===== config.mk =====
export PLATFORM = sky130hd
export DESIGN_NAME = uart_tx_feeder
export DESIGN_NICKNAME = d
export VERILOG_FILES = /design/src/rtl/uart_tx_feeder.sv
export SDC_FILE = /design/constraint.sdc
export NUM_CORES = 1
export LEC_CHECK = 0
export CORE_MARGIN = 8
export CORE_UTILIZATION = 51
export CTS_CLUSTER_DIAMETER = 80
export DETAILED_ROUTE_END_ITERATION = 12
export PLACE_DENSITY = 0.71
export SETUP_SLACK_MARGIN = 0.2
export SLEW_MARGIN = 5
export SYNTH_ARGS = -nofsm -noshare
export SYNTH_HDL_FRONTEND = slang
export SYNTH_SLANG_ARGS = --single-unit

===== constraint.sdc =====
create_clock -name clk -period 2.3 [get_ports clk]
set_clock_uncertainty 0.05 [all_clocks]
set_input_delay 0.46 -clock clk [delete_from_list [all_inputs] [get_ports clk]]
set_output_delay 0.46 -clock clk [all_outputs]
set_load 0.02 [all_outputs]

===== src/rtl/uart_tx_feeder.sv =====
// uart_tx_feeder
// Byte FIFO that feeds a downstream UART transmitter one byte at a time.
// A byte is popped into the tx_data register, announced with a one-cycle
// tx_send pulse, and the feeder then waits for the transmitter to raise and
// drop tx_busy before launching the next byte. If tx_busy never rises within
// BUSY_TIMEOUT cycles the same byte is launched again without a new pop.
//
// Parameters
//   DEPTH         FIFO depth in bytes, power of two, 2..256
//   BUSY_TIMEOUT  cycles to wait for tx_busy to rise before relaunch, 1..15
//
// Ports
//   clk       clock, all state updates on its rising edge
//   rst       asynchronous active-high reset
//   in_data   byte offered for buffering
//   in_valid  in_data is valid
//   in_ready  FIFO can accept a byte (not full, not in reset)
//   tx_send   single-cycle start pulse to the transmitter
//   tx_data   byte presented to the transmitter
//   tx_busy   transmitter busy
//   empty     FIFO holds 0 bytes
//   full      FIFO holds DEPTH bytes
//   level     occupancy, present only when UART_TX_FEEDER_LEVEL_EN is defined
//
// Build option
//   UART_TX_FEEDER_LEVEL_EN  adds the level output port and its logic.
//
// state     | meaning
// ----------|-----------------------------------------------------------
// IDLE      | waiting for a buffered byte and an idle transmitter
// LAUNCH    | tx_send high for this single cycle
// WAIT_BUSY | waiting for tx_busy to rise, relaunch on timeout
// WAIT_DONE | transmitter busy, waiting for tx_busy to fall

module uart_tx_feeder #(
    parameter int DEPTH        = 16,
    parameter int BUSY_TIMEOUT = 4
) (
    input  logic       clk,
    input  logic       rst,
    input  logic [7:0] in_data,
    input  logic       in_valid,
    output logic       in_ready,
    output logic       tx_send,
    output logic [7:0] tx_data,
    input  logic       tx_busy,
    output logic       empty,
    output logic       full
`ifdef UART_TX_FEEDER_LEVEL_EN
    ,
    output logic [$clog2(DEPTH):0] level
`endif
);

    localparam int AW = $clog2(DEPTH);
    // Timeout is a down-counter loaded on entry to WAIT_BUSY; relaunch fires
    // at terminal count, giving BUSY_TIMEOUT cycles in WAIT_BUSY.
    localparam logic [3:0] TMO_LOAD = 4'(BUSY_TIMEOUT - 1);

    typedef enum logic [1:0] {
        IDLE,
        LAUNCH,
        WAIT_BUSY,
        WAIT_DONE
    } state_t;

    state_t      state;
    logic [7:0]  mem [DEPTH];
    logic [AW:0] wr_ptr;
    logic [AW:0] rd_ptr;
    logic [3:0]  tmo_cnt;
    logic        wr_en;
    logic        pop;

    // Pointers carry one extra wrap bit: equal pointers mean empty, equal
    // addresses with differing wrap bits mean full.
    assign empty    = (wr_ptr == rd_ptr);
    assign full     = (wr_ptr[AW] != rd_ptr[AW]) &&
                      (wr_ptr[AW-1:0] == rd_ptr[AW-1:0]);
    // No bypass: a pop in the same cycle does not let a full FIFO accept.
    assign in_ready = !full && !rst;
    assign wr_en    = in_valid && in_ready;
    assign pop      = (state == IDLE) && !empty && !tx_busy;

`ifdef UART_TX_FEEDER_LEVEL_EN
    assign level = wr_ptr - rd_ptr;
`endif

    // Storage is not reset; only the pointers define which entries are live.
    always_ff @(posedge clk) begin
        if (wr_en) begin
            mem[wr_ptr[AW-1:0]] <= in_data;
        end
    end

    always_ff @(posedge clk or posedge rst) begin
        if (rst) begin
            wr_ptr <= '0;
        end else if (wr_en) begin
            wr_ptr <= wr_ptr + 1'b1;
        end
    end

    always_ff @(posedge clk or posedge rst) begin
        if (rst) begin
            state   <= IDLE;
            rd_ptr  <= '0;
            tmo_cnt <= '0;
            tx_send <= 1'b0;
            tx_data <= 8'h00;
        end else begin
            case (state)
                IDLE: begin
                    if (pop) begin
                        tx_data <= mem[rd_ptr[AW-1:0]];
                        rd_ptr  <= rd_ptr + 1'b1;
                        tx_send <= 1'b1;
                        state   <= LAUNCH;
                    end
                end
                LAUNCH: begin
                    tx_send <= 1'b0;
                    tmo_cnt <= TMO_LOAD;
                    state   <= WAIT_BUSY;
                end
                WAIT_BUSY: begin
                    if (tx_busy) begin
                        tmo_cnt <= '0;
                        state   <= WAIT_DONE;
                    end else if (tmo_cnt == 4'd0) begin
                        // Transmitter missed the pulse: resend the held byte.
                        tx_send <= 1'b1;
                        state   <= LAUNCH;
                    end else begin
                        tmo_cnt <= tmo_cnt - 1'b1;
                    end
                end
                WAIT_DONE: begin
                    if (!tx_busy) begin
                        state <= IDLE;
                    end
                end
                default: begin
                    tx_send <= 1'b0;
                    state   <= IDLE;
                end
            endcase
        end
    end

endmodule


==> impl_metrics.json <==
{
  "antenna_cells": 0,
  "grt_pass1_wl_um": 20100,
  "port_buffers": 23,
  "crit_type": "reg2reg",
  "gr-total-overflow": 0,
  "clock_latency_ps": 410,
  "num_rows": 40,
  "async_flop_share_pct": 16.3,
  "gp_congestion": 0.776,
  "worst-path-buf-inv": 1,
  "area.growth.synth_to_final_pct": 20.4,
  "fp.coreArea_mm2": 0.0121,
  "die_y_um": 127,
  "antenna_left": 0,
  "tightest_slew_ps": 731,
  "status": "completed",
  "leakagePower_nw": 2.79,
  "synthFlopType": "edfxtp_1",
  "synth_warnings": 0,
  "cts_sinks": 153,
  "synthesis.area_mm2": 0.00632,
  "cp_data_arrival_time_ps": 2420,
  "fp.dieW_um": 127,
  "min_period_ps": 2180,
  "cts_tree": "done",
  "p_switching_mw": 2.81,
  "clockRootBuffer": "clkbuf_16",
  "critPathSlowestCell": "mux4_1",
  "worstPathRequired_ps": 2540,
  "grt_max_degree": 26,
  "antenna_found_initial": 0,
  "avgSynthCellArea_um2": 18.5,
  "crit_fanout": 8,
  "hpwl_um": 8580,
  "routed_wirelength_um": 12900,
  "syn_nets": 361,
  "maxCapViolCount": 0,
  "setup_viol": 0,
  "cp-end-kind": "flip-flop",
  "crit_family": "multiplexers",
  "crit_path_frequent_cell": "mux2_2",
  "wire_per_inst_um": 21.7,
  "vias": 3314,
  "numCtsBuffers": 17,
  "clk_pin_slew_ps": 60,
  "fmax_mhz": 459,
  "relSlewSlack_pct": 51.1,
  "worstPathCellList": "buf_12 > mux4_1 > mux2_2 > a22o_1 > mux2_2",
  "timing.hold.ws_ps": 424,
  "timing.final.hold_violations": 0,
  "synth_edf_count": 128,
  "p_int_mw": 6.46,
  "final_util_pct": 63.1,
  "nNetsFinal": 430,
  "slowest_delay_ps": 610,
  "r2r_setup_slack_ps": 120,
  "pwr-share-seq_pct": 38.5,
  "synth_cell_types": 38,
  "combPwrFrac_pct": 35.0,
  "ctsHtreeMaxLevel": 4,
  "ios": 24,
  "p_sw_share_pct": 30.3,
  "synthCells": 342,
  "irDropWorstVdd_mv": 0.711,
  "grt_use_total_pct": 16.9,
  "fillerInstances": 833,
  "dieArea_mm2": 0.0162,
  "drt_iter0_drc": 310,
  "synth-seq-area-share_pct": 70.7,
  "drt_pass1_iterations": 4,
  "post-route-period-util_pct": 94.7,
  "clkPwrFrac_pct": 26.5,
  "cp-start-kind": "flip-flop",
  "tns_ps": 0,
  "drv_slew": 0,
  "post_route_cells_drive_above_1_share_pct": 26.7,
  "clockBufferDepth": 2,
  "p_total_mw": 9.27,
  "cellPowerDensity_mw_per_mm2": 1220,
  "synth.ff_latch_count": 153,
  "drc": 0,
  "grt_pass1_vias": 3351,
  "viasPerCell": 5.60,
  "start_util_pct": 52.4,
  "hold_path.class": "in2async",
  "rsz0062_at_grt": "true"
}
==> final cells by class <==
class                           count  area (um2)  area share (%)
Tap cell                          168         210            2.76
Timing Repair Buffer               67         631            8.28
Multi-Input combinational cell    165        1760            23.1
Clock buffer                       19         433            5.68
Clock inverter                     13        86.3            1.13
Inverter                            7        26.3           0.345
Sequential cell                   153        4470            58.7
==> metrics by stage <==
step	setup WS, ps	area, um2	std cells
2_1_floorplan	246	6330	342
6_report	122	7620	592
4_1_cts	122	7580	590
5_1_grt	74.6	7620	592
3_5_place_dp	115	7000	554
3_3_place_gp	134	7000	554
==> routing by layer <==
metal / global-route usage [%] / vias up / part of all wire (%)
met4: 5.18 / 0 / 0.88
met2: 27.1 / 105 / 51
met5: 0 / - / 0
li1: - / 1507 / -
met1: 21.7 / 1694 / 42
met3: 5.24 / 8 / 5.8
==> cell usage after synthesis (all sizes together), types with 6 or more instances <==
master,n,share of area (%)
and3,14,1.4
nor2,8,0.47
ha,7,1.4
mux2i,16,2.5
nor2b,7,0.69
xnor2,12,1.7
edfxtp,128,61
buf,11,1.1
clkbuf,6,0.40
a22o,8,1.1
mux2,18,3.2
nand2b,8,0.79
a221oi,9,1.2
mux4,24,9.3
inv,7,0.42
dfrtp,25,9.9
==> sequential cells by signal, indices dropped and copies added (netlist names) <==
name and flops:
tx_send 1, rd_ptr 5, tmo_cnt 4, wr_ptr 5
tx_data 8, mem 128, state 2
==> worst register-to-register path, stage by stage, from the launching register on <==
cell and delay [ps]:
dfrtp_2 420, buf_12 160, mux4_1 610, mux2_2 310, a22o_1 240, mux2_2 270
==> layout by cell type, fill, tap and decap left out, types with 6 or more instances in the layout <==
cell type and n:
edfxtp_1 128, buf_4 40, dfrtp_1 23, clkdlybuf4s50_1 20
clkbuf_16 17, mux2i_1 16, mux4_2 15, mux2_2 13
and3_1 13, xnor2_1 11, a221oi_1 9, mux4_1 9
nand2b_1 8, a22o_1 8, inv_1 7, nor2b_1 7
nor2_1 7, ha_1 7, clkinv_2 6
==> cells by family after synthesis <==
kind of cell | after synthesis | share of synthesized area [%]
DFF | 153 | 70.7
buffers and inverters | 24 | 1.92
and+or+nand+nor | 51 | 4.49
xor gates and xnor gates | 16 | 2.22
adders and majority gates | 7 | 1.38
muxes | 58 | 15.1
AOI/OAI and AO/OA | 33 | 4.27
==> final timing paths <==
| check | start | depth (start not counted) | end |
|---|---|---|---|
| min in group clk | tx_data[7] | 1 | tx_data[7] |
| worst min register to register | tx_data[7] | 1 | tx_data[7] |
| max in group asynchronous | rst | 3 | rd_ptr[1] |
| worst max register to register | rd_ptr[1] | 5 | tx_data[6] |
| worst min-delay path | rst | 3 | wr_ptr[4] |
| worst max-delay path | rd_ptr[1] | 5 | tx_data[6] |
==> timing repair <==
action	CTS	global route
pin swaps	4	5
resized for setup	24	7
setup buffers	3	2
hold buffers	0	0
setup endpoints to repair	16	123
gates cloned	1	0
==> power groups by stage <==
| stage | registers (mW) | logic [mW] | clock network, mW |
|---|---|---|---|
| floorplan | 3.64 | 2.00 | 0 |
| global placement | 3.60 | 2.98 | 0 |
| detailed placement | 3.60 | 3.04 | 0 |
| CTS | 3.56 | 3.24 | 2.50 |
| global route | 3.60 | 3.49 | 2.62 |
| finish | 3.57 | 3.25 | 2.46 |
Power figures use the tool's default switching activity.
==> patch 1 (same flow settings) <==
Set the parameter `DEPTH` to 8 (it was 16).
--- a/src/rtl/uart_tx_feeder.sv
+++ b/src/rtl/uart_tx_feeder.sv
@@ -33,7 +33,7 @@
 // WAIT_DONE | transmitter busy, waiting for tx_busy to fall
 
 module uart_tx_feeder #(
-    parameter int DEPTH        = 16,
+    parameter int DEPTH        = 8,
     parameter int BUSY_TIMEOUT = 4
 ) (
     input  logic       clk,
Behaviour: not the same (a bounded check fails within 10 cycles, from zero or initial values and one cycle with rst high).
==> patch 1 against the original RTL <==
Critical path depth is 1 lower; sequential cell count decreased by 66; worst setup slack gained 0.14 ns; register-to-register slack gained 0.28 ns; wire length shrank 52%; non-clock buffer count shrank 23; area after synthesis down 42%; power down 42%; design area shrank 43%.
==> patch 1: results <==
{
  "seq_area_frac_synth": 0.684,
  "htree_levels": 3,
  "clock_latency_ns": 0.35,
  "worst_pin_slew_ns": 0.360,
  "place_congestion": 0.741,
  "power_leakage_nw": 1.56,
  "place_inst": 341,
  "dp_hpwl_um": 4220,
  "first_iter_violations": 61,
  "grt_first_pass_wirelength_um": 10200,
  "final_cells": 361,
  "ir_drop_mv": 0.399,
  "crit_path_end": "empty",
  "via_per_inst": 5.34,
  "numCtsBuffers": 9,
  "route.top_layer_used": "met4",
  "met3WireLength_um": 243,
  "grt_usage": 0.134,
  "syn_nets": 229,
  "hold_slack_ns": 0.456,
  "clk_pin_slew_worst_paths_ns": 0.09,
  "r2r.worst_path.cells": 4,
  "grt.met1_usage": 0.172,
  "grtUsageMet3": 0.0283,
  "cp.arrival_ns": 1.53,
  "crit_path_start": "wr_ptr[3]",
  "wl_met2_um": 2950,
  "fin_crit_sh": 0.885,
  "ys_top_cells_by_area": "edfxtp_1 (53%), dfrtp_1 (16%), mux4_2 (9.9%)",
  "ys_top_cells_by_count": "edfxtp_1 (64), dfrtp_1 (23), mux4_2 (16)",
  "n_antenna_cell": 0,
  "synth_edf_count": 64,
  "drive_gt1_frac": 0.275,
  "final_nets": 273,
  "placed_area_mm2": 0.00408,
  "status": "completed",
  "ctsResizeCount": 13,
  "netlist_instances": 213,
  "worstPathMaxFanout": 3,
  "largest_reg_flops": 64,
  "finalWirelength_um": 6170,
  "yosysUniqueCellTypes": 35,
  "use_met2": 0.209,
  "regToRegEndpoint": "tx_data[7]",
  "dpl_worst_slack_ns": 0.151,
  "grt_max_degree": 24,
  "fillers": 548,
  "grt_pass1_vias": 1987,
  "wl_met1_um": 2860,
  "cts_setup_buffers": 4,
  "portBuffers": 23,
  "synth_async_sr_flop_share": 0.264,
  "rrSetupSlack_ns": 0.40,
  "r2r_start": "rd_ptr[0]",
  "clock-root-buffer": "clkbuf_8"
}
-- patch 1: kinds of logic after synthesis --
family / synth area share
flops: 0.684
buf+inv: 0.0243
fa+ha+maj: 0.0137
compound gates: 0.0460
mux: 0.127
xor+xnor: 0.0436
simple gates: 0.0610
-- patch 1: power by group --
group | switching (W) | internal (W)
Clock | 0.000548 | 0.000517
Combinational | 0.00105 | 0.00106
Sequential | 0.000228 | 0.00200
-- patch 1: final cells by class --
type                       count  area (um2)  share of cell area
tap                           99         124              0.0286
sequential                    87        2500               0.579
multi-input combinational    110        1080               0.250
timing repair buffer          44         392              0.0905
clock inverter                 7        80.1              0.0185
inverter                       5        18.8             0.00434
clock buffer                   9         124              0.0286
-- patch 1: worst max-delay path, stage by stage (launching register included) --
cell and delay, ns:
dfrtp_2 0.45, xnor2_2 0.20, nand4_1 0.19, inv_1 0.09, clkdlybuf4s15_2 0.26
==> patch 2 (config.mk and constraints unchanged) <==
Made on the original files. Encoding of `state_t`: now one-hot (4 bits for 4 states).
--- a/src/rtl/uart_tx_feeder.sv
+++ b/src/rtl/uart_tx_feeder.sv
@@ -57,11 +57,11 @@
     // at terminal count, giving BUSY_TIMEOUT cycles in WAIT_BUSY.
     localparam logic [3:0] TMO_LOAD = 4'(BUSY_TIMEOUT - 1);
 
-    typedef enum logic [1:0] {
-        IDLE,
-        LAUNCH,
-        WAIT_BUSY,
-        WAIT_DONE
+    typedef enum logic [3:0] {
+        IDLE      = 4'b0001,
+        LAUNCH    = 4'b0010,
+        WAIT_BUSY = 4'b0100,
+        WAIT_DONE = 4'b1000
     } state_t;
 
     state_t      state;
Formal check against the unedited RTL: no difference found for any inputs over 10 cycles, from zero or initial values and one cycle with rst high; not proved beyond that.
==> patch 2 against the original RTL <==
First-iteration DRC count increased by 27%; critical path type unchanged; highest routed layer unchanged; area after synthesis increased by 3.5%; sequential share of layout area decreased by 2.6 points; worst setup slack improved by 0.023 ns; critical endpoint is now tx_data[1]; power increased by 8.4%; non-clock buffer count decreased by 1; worst hold slack improved by 0.032 ns; global-route usage increased by 0.91 points; wire length increased by 6.9%; clock power increased by 18%; sequential cell count increased by 2; core utilization increased by 0.97 points; count of clock-buffer cells in the layout decreased by 2; design area increased by 5.8%.
==> patch 2: results <==
{
  "critPathSlowestCell": "mux4_2",
  "grt_max_degree": 44,
  "drive_gt1_frac": 0.294,
  "vias": 3568,
  "hold_class": "flop to flop",
  "final_nets": 448,
  "syn_nets": 384,
  "rrSetupSlack_ns": 0.14,
  "grt_first_pass_wirelength_um": 21400,
  "placed_area_mm2": 0.00735,
  "grt_usage": 0.178,
  "finalWirelength_um": 13800,
  "routedWlPerCell_um": 22.4,
  "hold_slack_ns": 0.456,
  "yosysUniqueCellTypes": 50,
  "ys_top_cells_by_area": "edfxtp_1 (59%), dfrtp_1 (9.9%), mux4_1 (4.8%)",
  "grt_pass1_vias": 3596,
  "slowest_delay_ns": 0.53,
  "dp_hpwl_um": 9090,
  "first_iter_violations": 395,
  "fillers": 853,
  "worstPathMaxFanout": 11,
  "worst_pin_slew_ns": 0.704,
  "power_leakage_nw": 2.91,
  "synth_async_sr_flop_share": 0.174,
  "regToRegEndpoint": "tx_data[1]",
  "avgSynthCellArea_um2": 17.9,
  "status": "completed"
}
## patch 2: cell types whose count changed after synthesis, sizes merged, moves of 2 or more
cell / delta
or3: +2
mux2: +2
nor2b: -3
and4: +4
o211ai: -3
xnor2: -2
a211oi: +4
nand2b: +4
o21ai: +5
nor4b: +2
buf: +3
nor3: -2
## patch 2: layout make-up
cell class              instances  area [um2]  area share
multi-input cells             182        1950       0.242
repair buffers                 66         721      0.0894
clock buffers                  17         425      0.0528
inverters                       7        30.0     0.00373
well taps                     172         215      0.0267
flip-flops and latches        155        4520       0.561
clock inverters                15         196      0.0244
## patch 2: repair_timing
item	4_1_cts	5_1_grt
endpoints found under the setup margin	12	103
hold buffers	0	0
pin swaps	3	3
resized for setup	24	11
setup buffers	1	2
## patch 2: layer usage
metal	routed length (um)	GRT usage	up-vias
li1	-	-	1593
met1	5940	0.239	1828
met2	6740	0.272	131
met3	847	0.0378	16
met4	225	0.0864	0
met5	0	0	-
## patch 2: power by group
part	switching (W)	internal [W]	total, W
sequential	0.000258	0.00339	0.00365
clock	0.00110	0.00181	0.00291
combinational	0.00174	0.00176	0.00350
total	0.00309	0.00696	0.0101
## patch 2: worst register-to-register path: stages (launching register included)
cell and delay, ns:
dfrtp_2 0.45, buf_12 0.17, mux4_2 0.54, mux2_2 0.32, a22o_1 0.26, mux2_2 0.26
## patch 2: stage by stage
stage	utilization	worst slack (ns)
floorplan	-	0.237
global placement	0.585	0.0249
detailed placement	0.585	0.00286
CTS	0.637	0.128
global route	0.641	0.0854
finish	0.641	0.145
## patch 2: cell families after synthesis
family / share of synthesized area
flops: 0.691
buf+inv: 0.0218
compound gates: 0.0488
fa+ha+maj: 0.0134
mux: 0.148
xor+xnor: 0.0187
simple gates: 0.0581
